`src/rtl/tx_logic.sv`:
```
// tx_logic: router output-side transmitter.
// Pops a show-ahead buffer, picks an XY-routed output direction (X first) from
// the item header and presents the item on exactly one of N/S/E/W/L through a
// single-entry staging register that sustains one item per cycle.
// Optional feature macro: TX_PKT_COUNT_EN adds a saturating 16-bit
// departure counter on port sent_count.
module tx_logic #(
  parameter int SIZE   = 8,
  parameter int ADDR_W = 2,
  parameter int MY_X   = 0,
  parameter int MY_Y   = 0
) (
  input  logic            clk,
  input  logic            reset,
  input  logic            empty,
  input  logic [SIZE-1:0] item_in,
  output logic            read,
  output logic            n_valid,
  input  logic            n_read,
  output logic [SIZE-1:0] n_item,
  output logic            s_valid,
  input  logic            s_read,
  output logic [SIZE-1:0] s_item,
  output logic            e_valid,
  input  logic            e_read,
  output logic [SIZE-1:0] e_item,
  output logic            w_valid,
  input  logic            w_read,
  output logic [SIZE-1:0] w_item,
  output logic            l_valid,
  input  logic            l_read,
  output logic [SIZE-1:0] l_item
`ifdef TX_PKT_COUNT_EN
  ,
  output logic [15:0]     sent_count
`endif
);

  // One-hot direction bit positions
  localparam int unsigned DN = 0;
  localparam int unsigned DS = 1;
  localparam int unsigned DE = 2;
  localparam int unsigned DW = 3;
  localparam int unsigned DL = 4;

  localparam logic [ADDR_W-1:0] MY_X_C = ADDR_W'(MY_X);
  localparam logic [ADDR_W-1:0] MY_Y_C = ADDR_W'(MY_Y);

  typedef enum logic {IDLE, BUSY} state_t;

  state_t            state;
  logic [SIZE-1:0]   hold_item;
  logic [4:0]        hold_dir;
  logic [4:0]        in_dir;
  logic [4:0]        port_read;
  logic [ADDR_W-1:0] dx;
  logic [ADDR_W-1:0] dy;
  logic              departure;

  assign dx = item_in[SIZE-1 -: ADDR_W];
  assign dy = item_in[SIZE-1-ADDR_W -: ADDR_W];

  // XY routing of the head-of-buffer item, X resolved first
  always_comb begin
    in_dir = '0;
    if (dx > MY_X_C)      in_dir[DE] = 1'b1;
    else if (dx < MY_X_C) in_dir[DW] = 1'b1;
    else if (dy > MY_Y_C) in_dir[DS] = 1'b1;
    else if (dy < MY_Y_C) in_dir[DN] = 1'b1;
    else                  in_dir[DL] = 1'b1;
  end

  assign port_read = {l_read, w_read, e_read, s_read, n_read};

  // Departure only counts the consumer of the port the held item is routed to
  always_comb begin
    departure = (state == BUSY) && ((hold_dir & port_read) != '0);
    read      = !reset && !empty && ((state == IDLE) || departure);
  end

  // Staging register FSM: load when free or when the held item leaves
  always_ff @(posedge clk) begin
    if (reset) begin
      state     <= IDLE;
      hold_item <= '0;
      hold_dir  <= '0;
    end else begin
      case (state)
        IDLE: begin
          if (read) begin
            hold_item <= item_in;
            hold_dir  <= in_dir;
            state     <= BUSY;
          end
        end
        BUSY: begin
          if (departure) begin
            if (read) begin
              hold_item <= item_in;
              hold_dir  <= in_dir;
            end else begin
              state <= IDLE;
            end
          end
        end
        default: state <= IDLE;
      endcase
    end
  end

  assign n_valid = (state == BUSY) && hold_dir[DN];
  assign s_valid = (state == BUSY) && hold_dir[DS];
  assign e_valid = (state == BUSY) && hold_dir[DE];
  assign w_valid = (state == BUSY) && hold_dir[DW];
  assign l_valid = (state == BUSY) && hold_dir[DL];

  assign n_item = hold_item;
  assign s_item = hold_item;
  assign e_item = hold_item;
  assign w_item = hold_item;
  assign l_item = hold_item;

`ifdef TX_PKT_COUNT_EN
  // Saturating count of items handed to a consumer
  always_ff @(posedge clk) begin
    if (reset) begin
      sent_count <= '0;
    end else if (departure && (sent_count != '1)) begin
      sent_count <= sent_count + 16'd1;
    end
  end
`endif

endmodule

```
`config.mk`:
```
export PLATFORM = sky130hd
export DESIGN_NAME = tx_logic
export DESIGN_NICKNAME = d
export VERILOG_FILES = /design/src/rtl/tx_logic.sv
export SDC_FILE = /design/constraint.sdc
export NUM_CORES = 1
export LEC_CHECK = 0
export BUFFER_PORTS_ARGS = -buffer_cell sky130_fd_sc_hd__buf_2
export CAP_MARGIN = 20
export CORE_ASPECT_RATIO = 0.75
export CORE_MARGIN = 2
export CORE_UTILIZATION = 35
export DETAILED_ROUTE_END_ITERATION = 8
export MAX_ROUTING_LAYER = met4
export PLACE_DENSITY = 0.78
export SLEW_MARGIN = 25
export SYNTH_ARGS = -nofsm -noshare
export SYNTH_HDL_FRONTEND = slang
export SYNTH_SLANG_ARGS = --single-unit
```
`constraint.sdc`:
```
create_clock -name clk -period 1.3 [get_ports clk]
set_clock_uncertainty 0.05 [all_clocks]
set_input_delay 0.13 -clock clk [delete_from_list [all_inputs] [get_ports clk]]
set_output_delay 0.13 -clock clk [all_outputs]
set_load 0.005 [all_outputs]
```
== Word-level counts from Yosys, hierarchy flattened ==
Index checks and enable logic that the tools add are counted.

* Bits in registers: 14
* Output and inout port bits: 46
* Logic and storage cells: 42

* Magnitude comparators: 4
* Equal/unequal tests: 1
* Mux-type cells: 20
* Bitwise operators: 2
* Reduce and logical (&&, ||, !) cells: 12

{| class="wikitable"
|+ Operator list
! kind !! number
|-
| two-way mux 8 bit || 2
|-
| case mux 8 bit (2 select lines) || 1
|-
| two-way mux 1 bit || 10
|-
| two-way mux 5 bit || 2
|-
| case mux 5 bit (2 select lines) || 1
|-
| logical AND 1 bit || 8
|-
| two-way mux 2 bit || 3
|-
| bitwise AND 5 bit || 1
|-
| nonzero test 5 bit || 1
|-
| greater-than comparator 2 x 1 -> 1 bit (second input constant) || 2
|-
| less-than comparator 2 x 1 -> 1 bit (second input constant) || 2
|-
| zero test 1 bit || 2
|-
| inequality test 2 x 1 -> 1 bit (second input constant) || 1
|-
| case mux 1 bit (2 select lines) || 1
|-
| logical OR 1 bit || 1
|-
| NOT 1 bit || 1
|}

== Depth between registers and ports, before layout ==
* Word-level depth: 8
* Depth in mapped cells: 4

== Least setup slack after synthesis ==
Ideal clock, no wire load.

* Path kind: register -> register
* Start point: register hold_dir[1]
* End point: register hold_item[0], in the netlist e_item[0]
* Setup time: 0.072 ns
* Arrival time: 0.952 ns
* Data required time: 1.178 ns
* Path slack: 0.226 ns
* Cell stages (with the launch flop): 4
* Cell sequence: dfxtp_1 a22oi_2 a31oi_4 mux2i_1

* Word-level cells in the longest chain between the ends: 8
* Elaborated cells between the ends (all ways): 9

{| class="wikitable"
|+ RTL lines
! element !! RTL line !! text
|-
| from (decl) || 53 || <nowiki>logic [4:0] hold_dir;</nowiki>
|-
| from (signal assigned) || 92 || <nowiki>hold_dir <= in_dir;</nowiki>
|-
| from (signal assigned) || 100 || <nowiki>hold_dir <= in_dir;</nowiki>
|-
| bitwise AND 5 bit * || 77 || <nowiki>departure = (state == BUSY) && ((hold_dir & port_read) != '0);</nowiki>
|-
| nonzero test 5 bit * || 77 ||
|-
| logical AND 1 bit * || 77 ||
|-
| logical OR 1 bit || 78 || <nowiki>read = !reset && !empty && ((state == IDLE) || departure);</nowiki>
|-
| logical AND 1 bit || 78 ||
|-
| two-way mux 8 bit (2 in a row) || - ||
|-
| case mux 8 bit (2 select lines) || - ||
|-
| to (signal assigned) || 91 || <nowiki>hold_item <= item_in;</nowiki>
|-
| to (signal assigned) || 99 || <nowiki>hold_item <= item_in;</nowiki>
|-
| to (decl) || 52 || <nowiki>logic [SIZE-1:0] hold_item;</nowiki>
|}

Mark *: on every way between the ends. The rest lies on a longest branch, timed or not. The select of a mux whose other input is x is not followed.
A chain may end at the register's enable or synchronous reset.

== Worst setup path after layout ==
* Start point: register hold_dir[2]
* End point: output read

* Word-level cells in the longest chain between the ends: 5

{| class="wikitable"
|+ RTL lines
! element !! RTL line !! text
|-
| bitwise AND 5 bit || 77 ||
|-
| nonzero test 5 bit || 77 ||
|-
| logical AND 1 bit || 77 ||
|-
| logical OR 1 bit || 78 ||
|-
| logical AND 1 bit || 78 ||
|-
| to (decl) || 17 || <nowiki>output logic read,</nowiki>
|}

No other way between the ends.

==> impl_summary.md <==
Clocking
After clock tree synthesis, the flow added hold-fix buffers numbering 0. At the later pin of the worst-skew pair, clock insertion delay measures 260 ps. The TritonCTS clock tree is yes.

The clock-pin slew reported for the worst setup and hold paths after clock tree synthesis is ~80 ps. The cell sitting at the root of the clock tree is a clkbuf_4. CTS saw 12 sinks. The maximum clock insertion buffer count is 2. The CTS H-tree depth is 1.

The number of clock buffers added by TritonCTS is 3.

Logic synthesis
The most used flip-flop cell after synthesis is dfxtp_1. The leading area contributor after synthesis is buf_4. The synthesized netlist contains 20 unique library cells.

A synthesized cell averages 9.011 sq um. The commonest cells after synthesis are buf_4, nand2b_1, dfxtp_1. By area the synthesized netlist is led by buf_4, dfxtp_1, mux2i_1, nand2b_1, or2b_1. The post-synthesis cell count is 94.

Yosys instantiated no cell more often than buf_4. Counting flops and latches in the post-synthesis netlist gives 12. After synthesis, the share of flip-flops with an asynchronous set or reset is 0%. The number of flops mapped to enable cells by yosys is 0. Sequential cells were found to cover 28.36% of the synthesized design area. In this run the cell area of the synthesized design comes to approximately 850 sq um. Summed over its instances, the top area cell type makes up a little under a third of the synthesized netlist area.

The count of yosys warnings during synthesis is 0.

Worst setup path
The worst setup path is of the reg -> out kind. The worst endpoint data arrival time is 1150 ps. Grouping stages by cell kind, the critical path spends the most delay in flip-flops.

The worst setup path is captured at an output pin. The maximum cell stage delay along the critical path is approximately 350 ps. STA classifies the critical path startpoint as a register. The highest-delay cell along the critical path is dfxtp_2. Traced cell by cell, the critical path runs through nand2_2, a31o_4, nor2_1, buf_2. The combined buffer and inverter count along the critical path is 1. For the worst setup path, the data required time is between 1000 and 1500 ps.

Of all nets on the critical path, the largest fanout is 3.

Power and ir drop
The total power divided by cell area is between 900 and 1000 nW/um^2. The internal power of the cells totals 0.6898 mW. The part of the total power dissipated in sequential elements is between 40% and 50%. The overall power is about 0.94 mW. The analysis attributes to cell leakage a power of 0.5574 nW.

The net switching power figure is 0.2500 mW. The clock network is responsible for a little under a third of the overall power. Of the total power, combinational logic draws about a quarter. The largest vdd supply drop is approximately 0.00027 V.

Net switching is 26.60% of the power.

Timing
The number of hold violations in the final report is 0. The least setup slack across all paths after layout is -26.46 ps. After layout, the worst path uses 102.0% of the clock period. The clock period minus final worst setup slack is between 1000 and 1500 ps.

The upper clock frequency limit is 753.9 MHz. Setup total negative slack on the finished layout was measured at -26.46 ps. The setup violation total in the final timing report is 1. The number of max-slew violations in the final report is 0. Setup repair after global routing could not meet its margin everywhere.

Hold timing on the final database bottoms out at a slack of 59.37 ps.

Run status
The flow ran to the end, but the final reports show violations. The checks that failed: negative setup slack.

Global routing
The first global-routing pass estimated roughly 2300 microns of wire. Entering global routing, the biggest net connects 24 pins. The number of antenna violations at the first check in global routing is 0. The sum of overflow across all layers after global routing is 0. The via count of the first global-routing pass came to approximately 520. Global routing consumed, over all layers together, roughly an eighth of the routing resources.

Floorplan
The floorplan step set the die width to just over 60 microns. The initial cell density of the core is a little under two fifths. The region available for standard cell placement spans between 2000 and 2500 sq um.

The number of placed I/O pins is 62. The total die area is around 2800 sq um. The number of placement rows is 15. The die is 46.61 microns tall.

Finish
The count of antenna diodes in the layout is 0. The fraction of final layout cells sized beyond drive strength 1 is around three fifths. The utilization after layout is 43.99%. The synthesis-to-layout area growth is 18.91%. The layout filler cell count is 240. The number of nets in the layout is about 140.

Placed design
The worst slack at placement is approximately 54 ps. The count of port buffers added during placement is 57. The global placer's final weighted congestion is 0.7168.

Route
The pre-antenna-repair detailed-routing pass consisted of 4 iterations. The total vias in the final route is 660. The routed design has roughly 1600 microns of wire. The average detailed-routed wire length per instance is approximately 10 microns. In this run, the number of DRC markers left after iteration 0 of detailed routing was 8. The ratio of routed vias to standard cells is 4.177. The number of remaining DRC errors is 0.

The remaining number of nets flagged by the antenna check after routing is 0.

Worst hold path
The path type of the worst min-delay path is in -> reg.

Flow run
Max-cap violations in this run came to 0.
## logic make-up (layout without fill, tap and decap cells)
kind of cell / count (synthesis) / in the layout / share of synthesized area (%)
flip-flops: 12 / 12 / 28.36
multiplexers: 11 / 11 / 13.00
AND/OR/NAND/NOR: 28 / 28 / 20.09
buffers and inverters: 36 / 65 / 31.02
other: 1 / 2 / 0.4427
AO/OA/AOI/OAI: 6 / 6 / 7.089
## worst reg2reg max path: cells and delay by family (launching register included)
family	cells	cell delay (ps)
AOI/OAI and AO/OA	2	300
muxes	1	110
buffers and inverters	2	340
DFF	1	330
## cell usage in the layout, fill, tap and decap left out
| master | synthesis | final |
|---|---|---|
| buf_2 | 0 | 57 |
| nand2b_1 | 16 | 16 |
| mux2i_1 | 11 | 11 |
| dfxtp_1 | 12 | 9 |
| or2b_1 | 3 | 3 |
| clkbuf_4 | 0 | 3 |
| dfxtp_2 | 0 | 3 |
| buf_4 | 34 | 3 |
| nor2_1 | 2 | 2 |
| and2_1 | 2 | 2 |
| conb_1 | 1 | 2 |
| a22oi_2 | 1 | 1 |
| nand2_2 | 1 | 1 |
| a31o_4 | 0 | 1 |
| and2_2 | 1 | 1 |
| a31oi_4 | 1 | 1 |
| nand3_1 | 1 | 1 |
| a21oi_1 | 1 | 1 |
| o21bai_1 | 1 | 1 |
| nor3_1 | 1 | 1 |
| o21ai_0 | 1 | 1 |
| nand2_1 | 1 | 1 |
| clkbuf_8 | 0 | 1 |
| buf_12 | 0 | 1 |
## final cells by class
type                            instances  area, sq um  share of cell area (%)
Clock buffer                            4        36.28                   3.602
Multi-Input combinational cell         47        356.6                   35.40
Sequential cell                        12        244.0                   24.22
Tap cell                               34        42.54                   4.224
Timing Repair Buffer                   61        327.8                   32.55
## routing by layer
| metal | routed length (microns) | vias to the layer above | global-route usage [%] | share of wire, % |
|---|---|---|---|---|
| li1 | - | 325 | - | - |
| met1 | 668 | 301 | 12.69 | 41 |
| met2 | 829 | 32 | 20.65 | 50 |
| met3 | 132 | 2 | 3.371 | 8.0 |
| met4 | 19 | 0 | 3.913 | 1.2 |
| met5 | 0 | - | - | 0 |
## stage by stage
step           area [sq um]  instances
2_1_floorplan         850.8         95
3_3_place_gp          915.9        150
3_5_place_dp          915.9        150
4_1_cts               999.7        157
5_1_grt                1007        158
6_report               1007        158
## power groups by stage
stage               registers [mW]  clock network, mW  logic [mW]
floorplan                    0.429                  0       0.180
global placement             0.425                  0       0.203
detailed placement           0.427                  0       0.207
CTS                          0.420              0.304       0.226
global route                 0.427              0.318       0.250
finish                       0.419              0.295       0.226
## registers in the layout (all words and copies together) (netlist names)
| signal | flops |
|---|---|
| e_item | 8 |
| hold_dir | 3 |
| state | 1 |
## path summary, 6_finish.rpt
kind                            slack (ps)                endpoint                      from  depth (start not counted)
worst max-delay path                   -30                    read  hold_dir[2]$_SDFFE_PP0P_                          4
worst min-delay path                    60        state$_SDFF_PP0_                     empty                          2
worst max register to register          70  e_item[7]$_SDFFE_PP0P_  hold_dir[1]$_SDFFE_PP0P_                          5
worst min register to register         460  e_item[1]$_SDFFE_PP0P_    e_item[1]$_SDFFE_PP0P_                          2
## what timing repair did
item | 4_1_cts | 5_1_grt
setup endpoints to repair | 1 | 6
gates resized for setup | 4 | 0
pin swaps | 3 | 1
buffers inserted | 3 | 1
Note: power is estimated with default switching activity, not from simulation.
